[src/rtl/mem_port_arbiter.sv]
// mem_port_arbiter: shares one SRAM-like memory port between the instruction
// fetch port and the data port, with at most one transaction outstanding.
// Transactions go IDLE -> ADDR -> RESP -> IDLE.
// The default build uses fixed priority: data wins a tie.
// Optional macro ARB_RR_EN: a tie alternates between ports, with the grant
// going to whichever port did not own the previous transaction.
module mem_port_arbiter #(
  parameter int AW = 32,
  parameter int DW = 32
) (
  input  logic            clk,
  input  logic            rst,
  input  logic            inst_req,
  input  logic [AW-1:0]   inst_addr,
  output logic            inst_addr_ok,
  output logic            inst_data_ok,
  output logic [DW-1:0]   inst_rdata,
  input  logic            data_req,
  input  logic            data_wr,
  input  logic [1:0]      data_size,
  input  logic [DW/8-1:0] data_wstrb,
  input  logic [AW-1:0]   data_addr,
  input  logic [DW-1:0]   data_wdata,
  output logic            data_addr_ok,
  output logic            data_data_ok,
  output logic [DW-1:0]   data_rdata,
  output logic            mem_req,
  output logic            mem_wr,
  output logic [1:0]      mem_size,
  output logic [DW/8-1:0] mem_wstrb,
  output logic [AW-1:0]   mem_addr,
  output logic [DW-1:0]   mem_wdata,
  input  logic            mem_addr_ok,
  input  logic            mem_data_ok,
  input  logic [DW-1:0]   mem_rdata,
  output logic            busy
);

  localparam logic [1:0] IDLE = 2'd0;
  localparam logic [1:0] ADDR = 2'd1;
  localparam logic [1:0] RESP = 2'd2;

  logic [1:0] state;
  logic       owner;       // 0 = instruction port, 1 = data port
  logic       grant_data;  // owner chosen if IDLE grants this cycle
`ifdef ARB_RR_EN
  logic       last_owner;  // owner of the last completed transaction
`endif

  // Pick the winner among the requests visible in IDLE
  always_comb begin
`ifdef ARB_RR_EN
    if (data_req && inst_req) grant_data = ~last_owner;
    else                      grant_data = data_req;
`else
    grant_data = data_req;
`endif
  end

  // Transaction sequencing; reset abandons any transaction in flight
  always_ff @(posedge clk) begin
    if (!rst) begin
      state <= IDLE;
      owner <= 1'b0;
`ifdef ARB_RR_EN
      last_owner <= 1'b0;
`endif
    end else begin
      case (state)
        IDLE: begin
          if (data_req || inst_req) begin
            owner <= grant_data;
            state <= ADDR;
          end
        end
        ADDR: begin
          if (mem_addr_ok) state <= RESP;
        end
        RESP: begin
          if (mem_data_ok) begin
`ifdef ARB_RR_EN
            last_owner <= owner;
`endif
            state <= IDLE;
          end
        end
        default: state <= IDLE;
      endcase
    end
  end

  // Route the owner's request to memory and memory's handshakes to the owner
  always_comb begin
    mem_req      = 1'b0;
    mem_wr       = 1'b0;
    mem_size     = 2'd0;
    mem_wstrb    = '0;
    mem_addr     = '0;
    mem_wdata    = '0;
    inst_addr_ok = 1'b0;
    inst_data_ok = 1'b0;
    inst_rdata   = '0;
    data_addr_ok = 1'b0;
    data_data_ok = 1'b0;
    data_rdata   = '0;
    case (state)
      ADDR: begin
        mem_req = 1'b1;
        if (owner) begin
          mem_wr       = data_wr;
          mem_size     = data_size;
          mem_wstrb    = data_wstrb;
          mem_addr     = data_addr;
          mem_wdata    = data_wdata;
          data_addr_ok = mem_addr_ok;
        end else begin
          mem_size     = 2'd2;
          mem_addr     = inst_addr;
          inst_addr_ok = mem_addr_ok;
        end
      end
      RESP: begin
        if (owner) begin
          data_data_ok = mem_data_ok;
          data_rdata   = mem_rdata;
        end else begin
          inst_data_ok = mem_data_ok;
          inst_rdata   = mem_rdata;
        end
      end
      default: ;
    endcase
  end

  assign busy = (state != IDLE);

endmodule

[config.mk]
export PLATFORM = sky130hd
export DESIGN_NAME = mem_port_arbiter
export DESIGN_NICKNAME = d
export VERILOG_FILES = /design/src/rtl/mem_port_arbiter.sv
export SDC_FILE = /design/constraint.sdc
export NUM_CORES = 1
export LEC_CHECK = 0
export ABC_CLOCK_PERIOD_IN_PS = 1740
export CORE_AREA = 2 2 110 112
export DETAILED_ROUTE_END_ITERATION = 10
export DIE_AREA = 0 0 112 114
export GPL_ROUTABILITY_DRIVEN = 0
export PLACE_DENSITY = 0.56
export SLEW_MARGIN = 5
export SYNTH_ARGS = -nofsm -noshare
export SYNTH_HDL_FRONTEND = slang
export SYNTH_SLANG_ARGS = --single-unit
[constraint.sdc]
create_clock -name clk -period 1.74 [get_ports clk]
set_input_delay 0.348 -clock clk [delete_from_list [all_inputs] [get_ports clk]]
set_output_delay 0.348 -clock clk [all_outputs]
set_load 0.02 [all_outputs]
# Word level (Yosys, flattened, before mapping)
# Index checks and enable logic that the tools add are counted.
# classes
add_sub_neg,0
multipliers,0
div,0
magnitude_cmp,0
n_eq_ne,5
n_shift,0
muxes,27
n_bitwise,0
n_reduce_logical,5
# ops
operator,n
32-bit two-way mux,8
1-bit two-way mux,11
2-bit two-way mux,5
4-bit two-way mux,2
"2-bit inequality test, second input constant",3
2-bit one-hot mux with 3 select lines,1
3-bit AND reduction,1
"2-bit by 1-bit equality test with 1-bit output, second input constant",1
"2-bit equality test, second input constant",1
2-bit zero test,1
2-bit AND reduction,1
2-bit nonzero test,1
1-bit logical OR,1
# totals
regBits,3
latchBits,0
ramBits,0
rom_bits,0
memories,0

# Depth between registers and ports, before layout
# depth
ltp_word,3
ltp_mapped,5
mapped_depth_nobuf,3

# Least setup slack after synthesis
# No wires, ideal clock.
# synth_timing
kind,flip-flop to output port
startpoint,reg state[0]
endpoint,out inst_addr_ok
t_arrival_ps,1181
t_required_ps,1392
slack_ps,211
stages_incl_launch_ff,4
path_cell_list,dfxtp_1 nand2b_1 buf_4 nor3b_1
# synth_via
elab_chain_len,2
# synth_rtl
element,line,source
from (decl),43,logic [1:0] state;
from (signal assigned),63,state <= IDLE;
from (signal assigned),73,state <= ADDR;
from (signal assigned),77,if (mem_addr_ok) state <= RESP;
2-bit by 1-bit equality test with 1-bit output,106,case (state)
1-bit two-way mux,106,
to (decl),15,"output logic inst_addr_ok,"
# Every way passes these cells.

# Final worst setup path
# layout_timing
startpoint,reg owner
endpoint,out mem_addr[28]
# layout_via
elab_chain_len,2
# layout_rtl
element,line,source
from (decl),44,logic owner;
from (signal assigned),72,owner <= grant_data;
32-bit two-way mux,109,if (owner) begin
32-bit two-way mux,106,
to (decl),31,"output logic [AW-1:0] mem_addr,"
# Every way passes these cells.

==> reports/results.md <==
| Parameter | This run | Unit |
|---|---|---|
| Ant. Diodes | 0 | - |
| Post-detailed-route count of antenna-violating nets | 0 | - |
| Internal cell power | 1.03 | mW |
| Multi-input gate area in the final layout | 0.00129 | sq mm |
| Endpoint class of the critical path | output port | - |
| Setup CP Type | register to output port | - |
| Starting density of the core | 11.9 | % |
| Root buffer cell | sky130_fd_sc_hd__clkbuf_16 | - |
| Synth Warn # | 0 | - |
| Number of distinct library cells after synthesis | 23 | - |
| Net count, final | 651 | - |
| Global-route wire length before repair | 13300 | microns |
| Max-cap violations | 0 | - |
| Number of cells on the worst hold path | 2 | - |
| Initial antenna violation count | 0 | - |
| Sequential cell area fraction in the yosys report | 4.30 | % |
| Area of the mapped netlist | 0.00140 | sq mm |
| Post-DR wirelength/cell | 14.7 | microns |
| Peak supply drop | 229 | uV |
| Clock insertion delay at the later pin of the skew report | 0.23 | ns |
| CTS tree | done | - |
| Via count of the first global-routing pass | 2531 | - |
| Setup ws final | -0.0110 | ns |
| Data arrival time of the critical path | 1.40 | ns |
| H-tree depth | 1 | - |
| Slew HR | 78.1 | % |
| Most common library cell in the layout ignoring fill and taps | sky130_fd_sc_hd__clkdlybuf4s50_1 | - |
| Number of clock sinks | 3 | - |
| Count of hold buffers inserted by post-cts repair | 0 | - |
| Primary flip-flop cell chosen by synthesis mapping | sky130_fd_sc_hd__dfxtp_1 | - |
| Worst r2r path cells | 3 | - |
| Total gr overflow | 0 | - |
| Number of flip-flops and latches in the synthesized netlist | 3 | - |
| Violations in the final reports | setup timing | - |
| Hold Path Class | register to register | - |
| Routed wire length | 9670 | microns |
| Post-synthesis net count | 353 | - |
| Instance area after placement | 0.00453 | sq mm |
| Fraction of power consumed by combinational cells | 71.2 | % |
| Hpwl dp | 7460 | microns |
| Syn_area_per_cell | 6.59 | sq um |
| Commonest cells after routing, fill and taps aside | sky130_fd_sc_hd__clkdlybuf4s50_1 (139), sky130_fd_sc_hd__buf_2 (71), sky130_fd_sc_hd__buf_4 (42), sky130_fd_sc_hd__and2_1 (41), sky130_fd_sc_hd__and3_1 (39) | - |
| Clock power frac | 23.3 | % |
| Required time of the worst setup path | 1.39 | ns |
| Top fanout value on the critical path | 6 | - |
| Number of placed instances with taps included | 640 | - |
| Setup repair after global routing missed its margin | yes | - |
| Die outline width | 112 | microns |
| Clock-pin slew on the worst setup and hold paths | 0.03 | ns |
| Number of buffers on the longest clock path | 2 | - |
| Initial DRC count | 55 | - |
| Share of synthesized registers carrying an async set or reset | 0 | % |
| Number of endpoints failing setup at the final stage | 8 | - |
| Count of pins over their slew limit | 0 | - |
| Post-synth EDFFs | 0 | - |
| Core box area | 0.0117 | sq mm |
| Area used by sequential logic in the layout | 68.8 | sq um |
| Run status | complete, but fails checks | - |
| Mapped Cells | 212 | - |
| PD cells | 351 | mW/mm^2 |
| Final hold violation count | 0 | - |
| Psw | 547 | uW |
| Port Buf Inserts | 281 | - |
| Share of layout cells above drive strength 1 | 41.5 | % |
| Share of power burned in registers | 5.5 | % |
| Achievable clock frequency | 0.571 | GHz |
| Floorplan die area | 0.0128 | sq mm |
| Count of placed standard cells in the final layout, fillers left out | 656 | - |
| Net Sw Frac | 34.6 | % |
| Number of buffers added by the clock tree synthesis step | 3 | - |
| Number of I/O pins | 282 | - |
| Area added between synthesis and finish | 222 | % |
| Period utilization | 101 | % |
| Leakage power total | 2.32 | nW |
| Post-route cell area | 0.00450 | sq mm |
| First-pass detailed-route iteration total | 4 | - |
| Slew of the pin with the lowest slew margin | 0.320 | ns |
| Kind of start point of the critical path | register | - |
| Pin count of the biggest net entering global routing | 34 | - |
| Standard-cell rows | 40 | - |
| Min Tclk post-route | 1.75 | ns |
| Vias | 2628 | - |
| Final Util | 38.4 | % |
| Via-to-Cell Ratio | 4.01 | - |
| FILL cells | 1265 | - |
| Worst clock skew | 0.00174 | ns |
| Number of remaining DRC errors | 0 | - |
| Global-route usage over all layers | 12.8 | % |
| Vert. Die Dim | 114 | microns |
[power by group through the flow]
stage          clock network [mW]  logic [mW]  registers, mW
2_1_floorplan                   0       0.437         0.0835
3_3_place_gp                    0        1.12         0.0837
3_5_place_dp                    0        1.13         0.0838
4_1_cts                     0.370        1.09         0.0878
5_1_grt                     0.380        1.20         0.0891
6_report                    0.368        1.13         0.0874
[cell families (layout without fill, tap and decap cells)]
kind of cell	Yosys count	after routing	share of synthesized area, %
AOI/OAI and AO/OA	4	4	1.79
buffers and inverters	25	322	9.77
DFF	3	3	4.30
muxes	32	32	22.9
and+or+nand+nor	148	148	61.2
[synthesized netlist by cell type (2+ instances only)]
| library cell | count | area (sq um) |
|---|---|---|
| sky130_fd_sc_hd__and2_1 | 66 | 413 |
| sky130_fd_sc_hd__and3_1 | 39 | 244 |
| sky130_fd_sc_hd__mux2i_1 | 32 | 320 |
| sky130_fd_sc_hd__nor2_1 | 32 | 120 |
| sky130_fd_sc_hd__buf_4 | 8 | 60.1 |
| sky130_fd_sc_hd__buf_2 | 7 | 35.0 |
| sky130_fd_sc_hd__clkbuf_1 | 4 | 15.0 |
| sky130_fd_sc_hd__clkbuf_2 | 3 | 15.0 |
| sky130_fd_sc_hd__dfxtp_1 | 3 | 60.1 |
| sky130_fd_sc_hd__a21oi_1 | 2 | 10.0 |
| sky130_fd_sc_hd__inv_1 | 2 | 7.51 |
| sky130_fd_sc_hd__nand2_1 | 2 | 7.51 |
| sky130_fd_sc_hd__nor3b_1 | 2 | 15.0 |
[metal layers]
layer / track usage [%] / wire (microns)
met3: 3.72 / 936
met5: 0 / 0
met1: 13.4 / 3550
met2: 25.5 / 5070
met4: 2.11 / 110
[final timing paths]
check,slack (ns),endpoint,start
max reg2reg,0.58,state[1],state[0]
min reg2reg,0.55,state[0],state[1]
max,-0.01,mem_addr[28],owner
min,0.55,state[0],state[1]
[registers in the layout, indices dropped and copies added, names as in the netlist]
register  cells
owner         1
state         2
[area by class of cell]
class                   count  share of cell area, %
repair buffers            315                   63.7
multi-input cells         184                   28.7
well taps                 147                   4.09
clock buffers               4                   1.75
flip-flops and latches      3                   1.53
inverters                   3                  0.306
[worst max-delay path: stages, from the launching register on]
cell,delay (ns)
sky130_fd_sc_hd__dfxtp_4,0.38
sky130_fd_sc_hd__bufbuf_16,0.28
sky130_fd_sc_hd__buf_4,0.13
sky130_fd_sc_hd__mux2i_1,0.17
sky130_fd_sc_hd__nor2_1,0.06
sky130_fd_sc_hd__buf_2,0.16
[what timing repair did]
| action | in CTS | in global routing |
|---|---|---|
| setup endpoints to repair | 141 | 85 |
| gates resized for setup | 516 | 153 |
| buffers inserted | 2 | 2 |
| gates cloned | 3 | 5 |
| pin swaps | 0 | 20 |
[metrics by stage]
step	total power [mW]	hold slack, ns	setup TNS (ns)	setup slack [ns]
2_1_floorplan	0.520	0.465	0	0.211
3_3_place_gp	1.20	0.560	-23.98	-0.373
3_5_place_dp	1.21	0.581	-25.78	-0.373
4_1_cts	1.55	0.600	-2.17	-0.106
5_1_grt	1.67	0.593	-2.22	-0.101
6_report	1.58	0.551	-0.0495	-0.0110
(Power assumes the default switching activity.)
